<file path="src/rtl/cart_bs_scanner.sv">
// ----------------------------------------------------------------------------
// cart_bs_scanner
//
// Bank-switch auto-detector and ROM port-B sequencer. After a cartridge
// download finishes, it takes over ROM port B, streams the loaded image
// through a 3-byte window looking for bank-switch signatures, and publishes a
// scheme code. The console core is held in reset (via busy) while scanning.
//
// Ports:
//   clk_sys    in   system clock (also clocks ROM port B)
//   reset      in   synchronous, active-high reset
//   download   in   ioctl download active
//   rom_size   in   loaded byte count, sampled on download falling edge
//   ext_bs     in   scheme forced by file extension (0 = none), sampled on
//                   download rising edge
//   core_addr  in   ROM address from the console core
//   rom_q      in   ROM port B read data, one-cycle registered latency
//   rom_addr   out  ROM port B address (core or scanner)
//   bs_out     out  scheme code: 0 auto, 3 FE, 4 E0, 5 3F, 7 P2
//   busy       out  high while loading/scanning; ORed into core reset
//   done       out  one-cycle pulse when bs_out is final
// ----------------------------------------------------------------------------
module cart_bs_scanner #(
    parameter int unsigned MIN_3F = 2
) (
    input  logic        clk_sys,
    input  logic        reset,
    input  logic        download,
    input  logic [16:0] rom_size,
    input  logic [2:0]  ext_bs,
    input  logic [15:0] core_addr,
    input  logic [7:0]  rom_q,
    output logic [15:0] rom_addr,
    output logic [2:0]  bs_out,
    output logic        busy,
    output logic        done
);

    localparam logic [1:0] ST_IDLE = 2'd0;
    localparam logic [1:0] ST_LOAD = 2'd1;
    localparam logic [1:0] ST_SCAN = 2'd2;
    localparam logic [1:0] ST_DONE = 2'd3;

    logic [1:0]  state_q, state_d;
    logic        dl_q;
    logic [2:0]  ext_q;
    logic [16:0] size_q;
    logic [15:0] scan_addr_q;
    logic        addr_done_q;   // last address has been issued
    logic        vld_q;         // rom_q carries a byte from the scanned range
    logic        last_q;        // that byte is the final one of the image
    logic [7:0]  w2_q, w1_q, w0_q;
    logic [1:0]  c3f_q, ce0_q, cfe_q;
    logic [2:0]  bs_q;
    logic        busy_q;

    logic        dl_rise, dl_fall, skip_scan, at_last;
    logic [23:0] win_shift;
    logic        hit_3f, hit_e0, hit_fe;
    logic [1:0]  c3f_d, ce0_d, cfe_d;
    logic [2:0]  decision;

    always_comb begin
        dl_rise   = download & ~dl_q;
        dl_fall   = ~download & dl_q;
        skip_scan = (ext_q != 3'd0) || (rom_size == 17'd0);
        at_last   = ({1'b0, scan_addr_q} == (size_q - 17'd1));

        // Window as it will look after shifting in the current byte
        win_shift = {w1_q, w0_q, rom_q};
        hit_3f    = (win_shift[15:0] == 16'h853F);
        hit_e0    = (win_shift == 24'h8DE01F) || (win_shift == 24'h8DE05F) ||
                    (win_shift == 24'h8DE9FF) || (win_shift == 24'hADE9FF);
        hit_fe    = (win_shift == 24'h2000D0);

        c3f_d = (vld_q && hit_3f && (c3f_q != 2'd3)) ? c3f_q + 2'd1 : c3f_q;
        ce0_d = (vld_q && hit_e0 && (ce0_q != 2'd3)) ? ce0_q + 2'd1 : ce0_q;
        cfe_d = (vld_q && hit_fe && (cfe_q != 2'd3)) ? cfe_q + 2'd1 : cfe_q;

        // Uses post-shift counters so the final byte counts toward the result
        if ((ce0_d != 2'd0) && (size_q == 17'd8192)) begin
            decision = 3'd4;
        end else if ((cfe_d != 2'd0) && (size_q == 17'd8192)) begin
            decision = 3'd3;
        end else if ((32'(c3f_d) >= MIN_3F) && (size_q > 17'd4096)) begin
            decision = 3'd5;
        end else begin
            decision = 3'd0;
        end
    end

    always_comb begin
        state_d = state_q;
        case (state_q)
            ST_IDLE: state_d = ST_IDLE;
            ST_LOAD: begin
                if (dl_fall) begin
                    state_d = skip_scan ? ST_DONE : ST_SCAN;
                end
            end
            ST_SCAN: begin
                if (vld_q && last_q) begin
                    state_d = ST_DONE;
                end
            end
            default: state_d = ST_IDLE;
        endcase
        // A new download always restarts, aborting any scan in progress
        if (dl_rise) begin
            state_d = ST_LOAD;
        end
    end

    always_ff @(posedge clk_sys) begin
        if (reset) begin
            state_q     <= ST_IDLE;
            dl_q        <= 1'b0;
            ext_q       <= 3'd0;
            size_q      <= 17'd0;
            scan_addr_q <= 16'd0;
            addr_done_q <= 1'b0;
            vld_q       <= 1'b0;
            last_q      <= 1'b0;
            w2_q        <= 8'd0;
            w1_q        <= 8'd0;
            w0_q        <= 8'd0;
            c3f_q       <= 2'd0;
            ce0_q       <= 2'd0;
            cfe_q       <= 2'd0;
            bs_q        <= 3'd0;
            busy_q      <= 1'b0;
        end else begin
            state_q <= state_d;
            dl_q    <= download;
            busy_q  <= (state_d == ST_LOAD) || (state_d == ST_SCAN);

            if (dl_rise) begin
                ext_q <= ext_bs;
                bs_q  <= 3'd0;
            end

            if ((state_q == ST_LOAD) && dl_fall) begin
                size_q <= rom_size;
                if (skip_scan) begin
                    bs_q <= ext_q;
                end
            end

            if ((state_d == ST_SCAN) && (state_q != ST_SCAN)) begin
                scan_addr_q <= 16'd0;
                addr_done_q <= 1'b0;
                vld_q       <= 1'b0;
                last_q      <= 1'b0;
                w2_q        <= 8'd0;
                w1_q        <= 8'd0;
                w0_q        <= 8'd0;
                c3f_q       <= 2'd0;
                ce0_q       <= 2'd0;
                cfe_q       <= 2'd0;
            end else if (state_q == ST_SCAN) begin
                vld_q  <= ~addr_done_q;
                last_q <= ~addr_done_q & at_last;
                if (!addr_done_q) begin
                    if (at_last) begin
                        addr_done_q <= 1'b1;
                    end else begin
                        scan_addr_q <= scan_addr_q + 16'd1;
                    end
                end
                if (vld_q) begin
                    w2_q  <= win_shift[23:16];
                    w1_q  <= win_shift[15:8];
                    w0_q  <= win_shift[7:0];
                    c3f_q <= c3f_d;
                    ce0_q <= ce0_d;
                    cfe_q <= cfe_d;
                end
                if (state_d == ST_DONE) begin
                    bs_q <= decision;
                end
            end
        end
    end

    assign rom_addr = (state_q == ST_SCAN) ? scan_addr_q : core_addr;
    assign bs_out   = bs_q;
    assign busy     = busy_q;
    assign done     = (state_q == ST_DONE);

endmodule

</file>
<file path="config.mk">
export PLATFORM = sky130hd
export DESIGN_NAME = cart_bs_scanner
export DESIGN_NICKNAME = d
export VERILOG_FILES = /design/src/rtl/cart_bs_scanner.sv
export SDC_FILE = /design/constraint.sdc
export NUM_CORES = 1
export LEC_CHECK = 0
export BUFFER_PORTS_ARGS = -buffer_cell sky130_fd_sc_hd__buf_2
export CAP_MARGIN = 20
export CORE_UTILIZATION = 45
export CTS_CLUSTER_DIAMETER = 60
export DETAILED_ROUTE_END_ITERATION = 8
export GPL_TIMING_DRIVEN = 0
export PLACE_DENSITY_LB_ADDON = 0.12
export SYNTH_ARGS = -nofsm -noshare
export SYNTH_HDL_FRONTEND = slang
export SYNTH_SLANG_ARGS = --single-unit
</file>
<file path="constraint.sdc">
create_clock -name clk_sys -period 5.7 [get_ports clk_sys]
set_input_delay 1.14 -clock clk_sys [delete_from_list [all_inputs] [get_ports clk_sys]]
set_output_delay 1.14 -clock clk_sys [all_outputs]
set_load 0.01 [all_outputs]
</file>
==> summary.md, run 1 <==
| Metric | Value |
|---|---|
| Fin crit share | 62.3% |
| Unrepaired setup endpoints after global routing | no |
| Iteration-0 DRC Markers | 137 |
| Clock share of power | 41.9% |
| Final min period | 3.55 ns |
| Hold Path Depth | 2 |
| CP Data Required Time | 4.56 ns |
| Hold Crit Class | reg2reg |
| Routed length per instance | 15.2 um |
| 1st-pass router iterations | 5 |
| Flop and latch count out of synthesis | 68 |
| Internal power | 0.000731 W |
| Total gr overflow | 0 |
| Mapped Nets | 557 |
| Die Area | 9420 um^2 |
| Port Buf Inserts | 67 |
| Antenna Nets Post-Route | 0 |
| Starting Density | 46.6% |
| FF-to-FF End | scan_addr_q[13] |
| CP Launch Type | flip-flop |
| Clock insertion delay at the later pin of the skew report | 0.35 ns |
| Sequential Power Share | 49.3% |
| Setup WS pre-CTS | 2.18 ns |
| Largest net degree at the start of global routing | 13 |
| Most common cell after layout, fill and taps aside | nand2_1 |
| Endpoint class of the critical path | output port |
| Diode count | 0 |
| Vias | 3871 |
| Final hold violations | 0 |
| H-tree depth | 3 |
| Nets | 635 |
| GP Congestion | 0.877 |
| Worst Slack Setup Final | 2.15 ns |
| FF-to-FF path depth | 13 |
| Arrival @ worst endpoint | 2.41 ns |
| Vias per inst | 5.62 |
| Die height | 97.1 um |
| Routed wire length | 10500 um |
| Most frequent cells in the layout | nand2_1, buf_2, dfxtp_1 |
| Hold EP | w1_q[4] |
| Layout cell share with drive strength beyond 1 | 22.9% |
| # clock sinks | 68 |
| Max Root-Sink Buffers | 2 |
| Class of the most critical setup path | reg2out |
| Static Leak | 1.77 nW |
| CTS root buffer | clkbuf_8 |
| First-pass GRT wire length | 17600 um |
| Overall routing resource usage | 22.9% |
| R2R setup slack | 2.61 ns |
| Core Rows | 34 |
| Max Cap Violations | 0 |
| TritonCTS clock tree | done |
| Worst path cell trace | inv_1, ha_1, clkbuf_1, clkbuf_1, mux2_2, buf_2 |
| RR Startpoint | size_q[0] |
| Die width | 97.1 um |
| Status | finished, final reports clean |
| Pwr Total | 0.000979 W |
| HP Start | w1_q[4] |
| Hold slack | 0.484 ns |
| Slew HR | 52.7% |
| Fin. max-slew vios | 0 |
| Clock Skew | 0.00936 ns |
| Actual transition at the worst max-transition pin | 0.710 ns |
| Ys Warns | 0 |
| Maximum vdd drop | 154 uV |
| Final HPWL DP | 7910 um |
| Setup TNS | 0 ns |
| Syn-to-layout area delta | 16.5% |
| Layout Utilization | 54.3% |
| Cts hold-fix bufs | 0 |
| Buf+Inv Stages, Crit Path | 4 |
| PwrDens | 207 nW/um^2 |
| Cell Area, Synth | 4070 um^2 |
| Post-synth EDFFs | 0 |
| Fmax | 282 MHz |
| Vias in the first global route | 3669 |
| Synth Flop Type | dfxtp_1 |
| Core box area | 8720 um^2 |
| Fraction of registers with async set/reset | 0% |
| Max stage delay on crit path | 0.59 ns |
| NetSw | 0.000247 W |
| CP most frequent cell | clkbuf_1 |
| Initial antenna violation count | 0 |
| DRC errors left | 0 |
| Syn Inst Count | 498 |
| Critical path peak fanout | 10 |
| Cts bufs inserted | 9 |
| Post-CTS resize count | 0 |
| Avg Cell Area, Syn | 8.17 um^2 |
| Crit-path slowest cell | clkbuf_1 |
| Seq/Total Area, Yosys | 33.5% |
| Io pins | 68 |
| Comb power frac | 8.9% |
| # Post-CTS Setup Buffers | 0 |
| Netlist cell types | 64 |
| Worst-path clk slew | 0.08 ns |
| Endpoints failing setup | 0 |
| Sw frac | 25.3% |
| Critical path's top delay family | buffers and inverters |
[how the worst max path moves through the flow]
stage                      from        endpoint  cells past startpoint
floorplan           rom_size[8]  scan_addr_q[0]                     11
global placement    rom_size[8]  scan_addr_q[2]                     12
detailed placement  rom_size[8]  scan_addr_q[7]                     12
CTS                  state_q[0]     rom_addr[5]                      6
global route         state_q[0]     rom_addr[6]                      6
finish               state_q[0]     rom_addr[8]                      6
[layer usage]
layer / share of wire, % / track usage [%]
met2: 45 / 35.6
met4: 1.8 / 9.41
met3: 5.4 / 4.32
met1: 48 / 31.1
met5: 0 / 0
[layout make-up]
class | count | area, um^2
fill | 847 | 3980
multi-input combinational | 387 | 2500
sequential | 68 | 1360
timing repair buffer | 67 | 335
buffer | 31 | 163
clock buffer | 10 | 138
tap | 108 | 135
clock inverter | 6 | 63.8
inverter | 12 | 45.0
[worst reg2reg max path: stages (launching register included)]
cell and delay [ns]:
dfxtp_1 0.37, inv_1 0.10, ha_1 0.20, nor3b_1 0.41
nand4_2 0.22, or3b_1 0.42, a211o_1 0.31, a21oi_2 0.17
and4_4 0.23, buf_6 0.11, buf_6 0.14, buf_12 0.14
o21ai_2 0.07, a21oi_2 0.13
[stage by stage]
step / area, um^2 / instances
finish: 4740 / 689
global route: 4740 / 689
CTS: 4740 / 689
detailed placement: 4540 / 673
global placement: 4540 / 673
floorplan: 4070 / 498
[synthesized netlist by cell type (2+ instances only)]
cell type,count,area (um^2)
or4_1,9,67.6
ha_1,12,150
nor3_1,9,45.0
buf_2,3,15.0
nand3_1,7,35.0
mux2i_1,9,90.1
o21ai_2,8,70.1
nor2b_1,8,50.1
o31ai_1,8,60.1
a21o_1,3,22.5
nand4b_1,7,61.3
and4b_1,4,40.0
xnor2_1,11,96.3
nand4_1,15,93.8
inv_1,12,45.0
buf_6,3,33.8
a211oi_1,2,15.0
a222oi_1,2,20.0
nor2_1,29,109
nor4_1,14,87.6
a21oi_2,8,70.1
or3_1,10,62.6
a21oi_1,49,245
nand2_1,86,323
clkbuf_1,22,82.6
and4_4,2,22.5
and3_1,3,18.8
a31oi_1,3,18.8
o21ai_0,6,30.0
mux2_2,16,180
nand3b_1,3,22.5
and2_1,4,25.0
dfxtp_1,68,1360
xor2_1,9,78.8
nor3b_1,2,15.0
nand2b_1,4,25.0
[logic make-up (layout without fill, tap and decap cells)]
logic type,Yosys count,in the layout,synth area share [%]
compound gates,105,105,17.2
xor+xnor,20,20,4.31
fa+ha+maj,12,12,3.69
buf+inv,43,126,5.11
flops,68,68,33.5
mux,25,25,6.65
simple gates,225,225,29.6
[power groups by stage]
| stage | clock, W | combinational, W | sequential [W] |
|---|---|---|---|
| global placement | 0 | 0.0000852 | 0.000493 |
| global route | 0.000436 | 0.0000954 | 0.000483 |
| detailed placement | 0 | 0.0000867 | 0.000493 |
| finish | 0.000410 | 0.0000869 | 0.000482 |
| floorplan | 0 | 0.0000513 | 0.000492 |
| CTS | 0.000414 | 0.0000870 | 0.000482 |
[flip-flops by register name (all words and copies together), names as in the netlist]
name	cells
addr_done_q	1
w1_q	8
state_q	2
size_q	17
busy	1
w0_q	8
c3f_q	2
vld_q	1
cfe_q	2
last_q	1
ce0_q	2
bs_out	3
ext_q	3
dl_q	1
scan_addr_q	16
(Power assumes the default switching activity.)
==> inputs of run 2 (changes only) <==
--- a/config.mk
+++ b/config.mk
@@ -5,6 +5,7 @@
 export SDC_FILE = /design/constraint.sdc
 export NUM_CORES = 1
 export LEC_CHECK = 0
+export ABC_AREA = 1
 export BUFFER_PORTS_ARGS = -buffer_cell sky130_fd_sc_hd__buf_2
 export CAP_MARGIN = 20
 export CORE_UTILIZATION = 45
==> constraint.sdc (replaced) <==
create_clock -name clk_sys -period 3.5 [get_ports clk_sys]
set_input_delay 0.7 -clock clk_sys [delete_from_list [all_inputs] [get_ports clk_sys]]
set_output_delay 0.7 -clock clk_sys [all_outputs]
set_load 0.01 [all_outputs]
==> run 2 against run 1 <==
Effect of this change:
- combinational power grew 110%
- routed wire length grew 6.4%
- die area is 4.1% higher
- setup slack worse by 1.8 ns
- core utilization decreased by 1.2 points
- first-iteration DRC count increased by 61%
- flip-flop and latch count did not move
- count of clock-buffer cells in the layout did not move
- synthesized cell count increased by 32%
- synthesized area rose by 4.2%
- worst hold slack worse by 0.016 ns
==> summary.md, run 2 <==
| Metric | Value |
|---|---|
| Synth top area cells | dfxtp_1, nand2_1, a21oi_1 (unchanged) |
| Endpoints failing setup | 0 (unchanged) |
| Syn-to-layout area delta | 15.2% (was 16.5%) |
| Critical Path Start | state_q[0] (unchanged) |
| Area of the multi-input gates | 2490 um^2 (was 2500 um^2) |
| Status | finished, final reports clean (unchanged) |
| Most frequent cell after synthesis | nand2_1 (unchanged) |
| Largest net degree at the start of global routing | 13 (unchanged) |
| Largest register FFs | 17 (unchanged) |
| Diode count | 0 (unchanged) |
| Io pins | 68 (unchanged) |
| Worst path cell trace | inv_1, ha_1, nand2_1, clkinv_1, a21oi_1, nand2_1, a21oi_1, ha_1, a21oi_1, buf_1, inv_1, clkbuf_2, a21oi_1 (was inv_1, ha_1, clkbuf_1, clkbuf_1, mux2_2, buf_2) |
| Layout fillers | 967 (was 847) |
| Clock Skew | 0.0129 ns (was 0.00936 ns) |
| Synth area leader | dfxtp_1 (unchanged) |
| Overall routing resource usage | 24.2% (was 22.9%) |
| Netlist cell types | 34 (was 64) |
| # clock sinks | 68 (unchanged) |
| Fin crit share | 90.1% |
| Final HPWL DP | 8650 um (was 7910 um) |
| Vias per inst | 5.14 (was 5.62) |
| Seq/Total Area, Yosys | 32.1% (was 33.5%) |
| Unrepaired setup endpoints after global routing | no (unchanged) |
| Fraction of registers with async set/reset | 0% (unchanged) |
| Actual transition at the worst max-transition pin | 0.931 ns (was 0.710 ns) |
| Layout cell share with drive strength beyond 1 | 16.6% (was 22.9%) |
| End of the critical path | last_q (was rom_addr[8]) |
| Maximum vdd drop | 171 uV (was 154 uV) |
| Crit-path slowest cell | dfxtp_1 (was clkbuf_1) |
| Die Area | 9810 um^2 (was 9420 um^2) |
| Largest regs | size_q (17), scan_addr_q (16) (unchanged) |
| Final min period | 3.15 ns |
| Vias in the first global route | 4041 (was 3669) |
| Antenna Nets Post-Route | 0 (unchanged) |
| WP depth | 13 (was 6) |
| Vias | 4374 (was 3871) |
| Class of the most critical setup path | reg2reg (was reg2out) |
| Area share of the largest cell type after synthesis | 32.1% (was 33.5%) |
| Pwr Total | 0.00155 W (was 0.000979 W) |
| CP Data Required Time | 3.72 ns (was 4.56 ns) |
| Flop and latch count out of synthesis | 68 (unchanged) |
| HP Start | ext_q[2] (was w1_q[4]) |
| Synth Flop Type | dfxtp_1 (unchanged) |
| H-tree depth | 3 (unchanged) |
| Routed wire length | 11200 um (was 10500 um) |
| Critical path's top delay family | buffers and inverters (unchanged) |
| FF-to-FF path depth | 13 (unchanged) |
| Max Root-Sink Buffers | 2 (unchanged) |
| Fmax | 317 MHz |
| TritonCTS clock tree | done (unchanged) |
| CTS root buffer | clkbuf_8 (unchanged) |
| Layout Utilization | 53.1% (was 54.3%) |
| Hold slack | 0.468 ns (was 0.484 ns) |
| Initial antenna violation count | 0 (unchanged) |
| Syn Inst Count | 657 (was 498) |
| Final hold violations | 0 (unchanged) |
| Max stage delay on crit path | 0.38 ns (was 0.59 ns) |
| Slew HR | 37.7% (was 52.7%) |
| Die height | 99.0 um (was 97.1 um) |
| DRC errors left | 0 (unchanged) |
| Iteration-0 DRC Markers | 221 (was 137) |
| Avg Cell Area, Syn | 6.45 um^2 (was 8.17 um^2) |
| Hold Crit Class | reg2reg (unchanged) |
| Setup TNS | 0 ns (unchanged) |
| Die width | 99.0 um (was 97.1 um) |
| Core box area | 9200 um^2 (was 8720 um^2) |
| Core Rows | 35 (was 34) |
| 1st-pass router iterations | 5 (unchanged) |
| Most common cell after layout, fill and taps aside | nand2_1 (unchanged) |
| Starting Density | 46.1% (was 46.6%) |
| FF-to-FF End | last_q (was scan_addr_q[13]) |
| Synth cell count leaders | nand2_1, inv_1, dfxtp_1 (was nand2_1, dfxtp_1, a21oi_1) |
| Hold Path Depth | 2 (unchanged) |
| GP Congestion | 0.908 (was 0.877) |
| Routed length per instance | 13.1 um (was 15.2 um) |
| Most frequent cells in the layout | nand2_1, inv_1, buf_2 (was nand2_1, buf_2, dfxtp_1) |
| Fin. max-slew vios | 0 (unchanged) |
| Static Leak | 2.18 nW (was 1.77 nW) |
| Cts bufs inserted | 9 (unchanged) |
| Clock insertion delay at the later pin of the skew report | 0.35 ns (about the same) |
| Buf+Inv Stages, Crit Path | 5 (was 4) |
| Nets | 794 (was 635) |
| Port Buf Inserts | 67 (unchanged) |
| First-pass GRT wire length | 18900 um (was 17600 um) |
| Max Cap Violations | 0 (unchanged) |
| CP most frequent cell | a21oi_1 (was clkbuf_1) |
| Critical path peak fanout | 10 (unchanged) |
| R2R setup slack | 0.35 ns (was 2.61 ns) |
| Ys Warns | 0 (unchanged) |
| Arrival @ worst endpoint | 3.37 ns (was 2.41 ns) |
| Endpoint class of the critical path | flip-flop (was output port) |
| Register Area | 1360 um^2 (unchanged) |
| Mapped Nets | 716 (was 557) |
| Cell Area, Synth | 4240 um^2 (was 4070 um^2) |
| CP Launch Type | flip-flop (unchanged) |
| Worst-path clk slew | 0.08 ns (about the same) |
| Post-synth EDFFs | 0 (unchanged) |
| PwrDens | 317 nW/um^2 (was 207 nW/um^2) |
| Total gr overflow | 0 (unchanged) |
| RR Startpoint | state_q[0] (was size_q[0]) |
| Reg with most FFs | size_q (unchanged) |
run 2: cell count changes in the layout (fill, tap and decap cells not counted), moves of 9 or more:
cell      before  now
nand2_1       86  166
inv_1         12   70
o21ai_0        6   53
nand3_1        7   47
nor2_1        29   61
mux2_2        16    0
clkbuf_1      22   12
or3_1         10    0
mux2i_1        9    0
or4_1          9    0
xor2_1         9   18
run 2: routing by layer:
layer / vias to the layer above / share of wire (%) / global-route usage (%) / wire length (um)
met5: - / 0 / 0 / 0
met4: 0 / 0.77 / 7.00 / 86
met1: 1975 / 51 / 34.1 / 5700
li1: 2292 / - / - / -
met2: 99 / 44 / 38.2 / 4930
met3: 8 / 4.0 / 3.69 / 446
run 2: through the flow:
stage | cell area, um^2 | setup WS [ns] | cells
global route | 4880 | 0.0964 | 851
floorplan | 4240 | 0.899 | 657
global placement | 4710 | 0.0486 | 835
CTS | 4880 | 0.118 | 851
finish | 4880 | 0.348 | 851
detailed placement | 4710 | 0.00706 | 835
run 2: kinds of logic (layout without fill, tap and decap cells):
| logic type | count (synthesis) | in the layout | synth area share, % |
|---|---|---|---|
| compound gates | 126 | 126 | 16.1 |
| xor+xnor | 23 | 23 | 4.75 |
| flops | 68 | 68 | 32.1 |
| fa+ha+maj | 12 | 12 | 3.54 |
| simple gates | 329 | 329 | 34.3 |
| buf+inv | 99 | 182 | 9.12 |
run 2: what timing repair did:
action | 4_1_cts | 5_1_grt
setup buffers | 0 | 0
resized for setup | 0 | 4
endpoints found under the hold margin | 0 | 0
endpoints found under the setup margin | 0 | 20
hold buffers | 0 | 0
run 2: worst min-delay path by stage:
stage	to	slack (ns)
after floorplan	ext_q[2]	0.44
after global placement	addr_done_q	0.45
after detailed placement	ext_q[2]	0.46
after CTS	ext_q[2]	0.47
after global routing	ext_q[2]	0.49
final	ext_q[2]	0.47
run 2: cell type report:
cell class / count / share of cell area, %
Inverter: 79 / 6.07
Clock inverter: 6 / 0.846
Tap cell: 111 / 2.84
Timing Repair Buffer: 67 / 6.87
Clock buffer: 10 / 2.61
Sequential cell: 68 / 27.9
Multi-Input combinational cell: 490 / 51.0
Buffer: 20 / 1.90
run 2: power breakdown:
group	internal [W]	total [W]	switching [W]
logic	0.0000704	0.000180	0.000110
clock network	0.000257	0.000581	0.000324
registers	0.000781	0.000788	0.00000671
run 2: worst min-delay path, delay by kind of cell (launching register included):
kind / cells / cell delay [ns]
buffers and inverters: 1 / 0.06
flip-flops: 1 / 0.32
AO/OA/AOI/OAI: 1 / 0.06
